## config.mk

```make
export PLATFORM = sky130hd
export DESIGN_NAME = clock_set_ctrl
export DESIGN_NICKNAME = d
export VERILOG_FILES = /design/src/rtl/clock_set_ctrl.sv
export SDC_FILE = /design/constraint.sdc
export NUM_CORES = 1
export LEC_CHECK = 0
export BUFFER_PORTS_ARGS = -buffer_cell sky130_fd_sc_hd__clkbuf_2
export CORE_AREA = 2 2 48 50
export CTS_BUF_LIST = sky130_fd_sc_hd__clkbuf_2 sky130_fd_sc_hd__clkbuf_4 sky130_fd_sc_hd__clkbuf_8
export DETAILED_ROUTE_END_ITERATION = 10
export DIE_AREA = 0 0 50 52
export PLACE_DENSITY = 0.73
export SKIP_CTS_REPAIR_TIMING = 1
export SYNTH_ARGS = -nofsm -noshare
export SYNTH_HDL_FRONTEND = slang
export SYNTH_SLANG_ARGS = --single-unit
```

## constraint.sdc

```tcl
create_clock -name clock -period 2.5 [get_ports clock]
set_input_delay 0.375 -clock clock [delete_from_list [all_inputs] [get_ports clock]]
set_output_delay 0.375 -clock clock [all_outputs]
set_load 0.005 [all_outputs]
```

## src/rtl/clock_set_ctrl.sv

```systemverilog
// Time-setting controller for a digital clock: mode/increment button handling,
// set-mode FSM with idle timeout, counter load/strobe outputs and blink phase.
module clock_set_ctrl #(
  parameter int unsigned TIMEOUT_S = 10
) (
  input  logic       clock,
  input  logic       reset,
  input  logic       tick_1hz,
  input  logic       btn_mode,
  input  logic       btn_inc,
  output logic       load_hour,
  output logic       setting_hour,
  output logic       load_min,
  output logic       setting_min,
  output logic       enable_run,
  output logic [1:0] mode,
  output logic       blink
);

  localparam int unsigned IDLE_W = 6;

  typedef enum logic [1:0] {
    ST_RUN      = 2'b00,
    ST_SET_HOUR = 2'b01,
    ST_SET_MIN  = 2'b10,
    ST_BAD      = 2'b11
  } state_t;

  state_t            state;
  state_t            state_nxt;
  logic              mode_q;
  logic              inc_q;
  logic              mode_press;
  logic              inc_press;
  logic [IDLE_W-1:0] idle_cnt;
  logic [IDLE_W-1:0] idle_nxt;
  logic [IDLE_W-1:0] idle_inc;
  logic              blink_nxt;
  logic              set_hour_nxt;
  logic              set_min_nxt;

  assign mode_press = btn_mode & ~mode_q;
  assign inc_press  = btn_inc & ~inc_q;
  assign idle_inc   = idle_cnt + IDLE_W'(1);
  assign enable_run = tick_1hz & (state == ST_RUN);

  // Next state, idle counter, blink phase and increment strobes.
  // A mode press outranks an inc press; any press outranks the timeout tick.
  always_comb begin
    state_nxt    = state;
    idle_nxt     = idle_cnt;
    blink_nxt    = blink;
    set_hour_nxt = 1'b0;
    set_min_nxt  = 1'b0;
    case (state)
      ST_RUN: begin
        idle_nxt  = '0;
        blink_nxt = 1'b0;
        if (mode_press) state_nxt = ST_SET_HOUR;
      end
      ST_SET_HOUR, ST_SET_MIN: begin
        if (mode_press) begin
          state_nxt = (state == ST_SET_HOUR) ? ST_SET_MIN : ST_RUN;
        end else if (inc_press) begin
          idle_nxt     = '0;
          set_hour_nxt = (state == ST_SET_HOUR);
          set_min_nxt  = (state == ST_SET_MIN);
          if (tick_1hz) blink_nxt = ~blink;
        end else if (tick_1hz) begin
          if (idle_inc == IDLE_W'(TIMEOUT_S)) begin
            state_nxt = ST_RUN;
          end else begin
            idle_nxt  = idle_inc;
            blink_nxt = ~blink;
          end
        end
      end
      default: state_nxt = ST_RUN;
    endcase
    if (state_nxt != state) begin
      idle_nxt  = '0;
      blink_nxt = 1'b0;
    end
  end

  // State and all registered outputs.
  always_ff @(posedge clock or posedge reset) begin
    if (reset) begin
      state        <= ST_RUN;
      mode         <= 2'b00;
      load_hour    <= 1'b0;
      load_min     <= 1'b0;
      setting_hour <= 1'b0;
      setting_min  <= 1'b0;
      blink        <= 1'b0;
      idle_cnt     <= '0;
      mode_q       <= 1'b0;
      inc_q        <= 1'b0;
    end else begin
      state        <= state_nxt;
      mode         <= state_nxt;
      load_hour    <= (state_nxt == ST_SET_HOUR);
      load_min     <= (state_nxt == ST_SET_MIN);
      setting_hour <= set_hour_nxt;
      setting_min  <= set_min_nxt;
      blink        <= blink_nxt;
      idle_cnt     <= idle_nxt;
      mode_q       <= btn_mode;
      inc_q        <= btn_inc;
    end
  end

endmodule

```

==> results.py <==
metrics = {
    "sta": {
        "finalMaxSlewViolations": 0,
        "rsz0062_at_grt": "no",
        "skew_ns": 0.00135,
        "setup_violations": 0,
        "hold_viol_final": 0,
        "holdWs_ns": 0.113,
        "worst_pin_slew_ns": 0.591,
        "fin_crit_sh_pct": 93.9,
        "fin_setup_tns_ns": 0,
        "timing.fmax_mhz": 426,
        "fin_crit_ns": 2.35,
        "slew_headroom_pct": 60.6,
        "worst_slack_ns": 0.152,
    },
    "setup_path": {
        "cp.required_ns": 2.72,
        "cp_max_fo": 8,
        "cp-end-kind": "flop",
        "cp.depth": 7,
        "cp_top_family": "compound AO/OA/AOI/OAI gates",
        "r2r_cells": 7,
        "worst-setup-path-type": "flop to flop",
        "start_kind": "flop",
        "worst_path_largest_cell_delay_ns": 0.64,
        "cp.arrival_ns": 2.57,
        "crit_slowest_cell": "a2111oi_4",
        "cp.buffers_inverters": 0,
        "cp_cell_sequence": "ha_1 -> and3_1 -> o211ai_1 -> a2111oi_4 -> a2bb2oi_1 -> o21ai_1 -> a21oi_1",
    },
    "drt": {
        "drt_iter0_markers": 36,
        "first_pass_iters": 5,
        "route.final.wire_length_um": 2230,
        "post-route-drc-count": 0,
        "antenna_left": 0,
        "wl_per_cell_um": 15.0,
        "via_per_inst": 5.86,
        "route.vias.total": 873,
    },
    "floorplanning": {
        "die_height_um": 52,
        "fp-row-count": 17,
        "num_io_pins": 13,
        "die_width_um": 50,
        "core-area_mm2": 0.00211,
        "dieArea_mm2": 0.00260,
        "start_util_pct": 46.3,
    },
    "grt": {
        "gr-total-overflow": 0,
        "grt_pass1_vias": 847,
        "antenna_found_initial": 0,
        "grt_max_degree": 16,
        "grt_use_total_pct": 19.0,
        "grt_pass1_wl_um": 3820,
    },
    "synth": {
        "synth_cells": 103,
        "yosys.area.top_type_share_pct": 38.5,
        "syn_nets": 114,
        "synth_seq_cells": 15,
        "synth_edf_count": 0,
        "synthFlopType": "dfrtp_1",
        "ys_seq_area_share_pct": 38.5,
        "synth.area.top_cells": "dfrtp_1 39%, ha_1 7.7%, nor2_1 5.0%",
        "netlist_area_um2": 975,
        "synth_area_leader_cell": "dfrtp_1",
        "yosys_warnings": 0,
        "synth_area_per_cell_um2": 9.46,
        "synth_cell_type_count": 37,
        "async_reset_ff_share_pct": 100,
    },
    "place": {
        "place_ws_ns": 0.191,
        "place_area_mm2": 0.00109,
        "port-buffer-count": 12,
        "gp_congestion": 0.987,
        "dp_hpwl_um": 1660,
    },
    "clock_network": {
        "cts_buffers": 3,
        "numClockSinks": 15,
        "htreeDepth": 1,
        "path_clk_slew_ns": 0.10,
        "tritoncts": "yes",
        "clock_path_buffers": 2,
        "root_buffer": "clkbuf_4",
        "clock_latency_ns": 0.29,
    },
    "cells_and_area": {
        "finalNetCount": 133,
        "design_area_mm2": 0.00113,
        "drive_above_1_share_pct": 24.8,
        "diodes": 0,
        "final_common_cell": "dfrtp_1",
        "syn2layout_area_growth_pct": 15.7,
        "layout_common_cells": "15 x dfrtp_1, 13 x nor2_1, 12 x clkbuf_2, 7 x inv_1, 6 x ha_1",
    },
    "pwr": {
        "p_leak_nw": 0.499,
        "ir_worst_vdd_uv": 529,
        "powerDensity_mw_per_mm2": 968,
        "finalPower_mw": 1.09,
    },
    "job": {
        "drv_cap": 0,
    },
    "run_status": {
        "status": "complete, no violations",
    },
    "min_path": {
        "hp-class": "input pin to async pin",
    },
}
cells by family after synthesis:
family                     count (synthesis)  share of synthesized area [%]
adders and majority gates                  6                           7.70
and+or+nand+nor                           40                           22.5
muxes                                      2                           2.05
AOI/OAI and AO/OA                         29                           24.1
xor gates and xnor gates                   1                          0.899
DFF                                       15                           38.5
buffers and inverters                     10                           4.24
cells in the mapped netlist (2+ instances only):
| master | number |
|---|---|
| dfrtp_1 | 15 |
| nor2_1 | 13 |
| inv_1 | 7 |
| ha_1 | 6 |
| a21oi_1 | 5 |
| nor3_1 | 5 |
| o21ai_0 | 5 |
| nand2_1 | 4 |
| nand3_1 | 4 |
| a41oi_1 | 3 |
| o211ai_1 | 3 |
| a311o_2 | 2 |
| a311oi_1 | 2 |
| and3_1 | 2 |
| clkbuf_1 | 2 |
| mux2i_1 | 2 |
| nand2b_1 | 2 |
| nor2b_1 | 2 |
report_power, final:
group | switching [mW] | internal [mW] | total (mW)
logic | 0.381 | 0.239 | 0.620
registers | 0.0332 | 0.289 | 0.322
clock network | 0.0877 | 0.0608 | 0.149
worst reg2reg max path, stage by stage (launching register included):
cell	delay (ns)
dfrtp_1	0.36
ha_1	0.30
and3_1	0.19
o211ai_1	0.15
a2111oi_4	0.64
a2bb2oi_1	0.35
o21ai_1	0.12
a21oi_1	0.16
worst paths after layout:
path	slack, ns	end	startpoint
setup / recovery	0.15	idle_cnt[2]	idle_cnt[1]
min in group clock	0.21	inc_q	btn_inc
max in group asynchronous	2.00	idle_cnt[0]	reset
setup reg to reg	0.15	idle_cnt[2]	idle_cnt[1]
hold / removal	0.11	setting_hour	reset
hold reg to reg	0.61	setting_min	inc_q
layer usage:
layer / track usage, % / part of all wire, % / up-vias
li1: - / - / 423
met1: 24.5 / 44 / 412
met2: 31.6 / 49 / 36
met3: 3.74 / 5.7 / 2
met4: 6.94 / 0.63 / 0
met5: 0 / 0 / -
final cells by class:
type                            count  area (µm²)
Timing Repair Buffer               17        97.6
Sequential cell                    15         375
Clock inverter                      1        7.51
Fill cell                         191         978
Clock buffer                        3        22.5
Tap cell                           28        35.0
Inverter                            7        26.3
Multi-Input combinational cell     78         563
registers in the layout (all words and copies together), names as in the netlist:
name and flops:
inc_q 1, blink 1, mode_q 1, idle_cnt 6, state 2, setting_hour 1
load_min 1, setting_min 1, load_hour 1
metrics by stage:
stage	utilization (%)	std cells
global placement	51.9	145
global route	53.5	149
finish	53.5	149
CTS	53.3	149
detailed placement	51.9	145
floorplan	-	103
(Power assumes the default switching activity.)
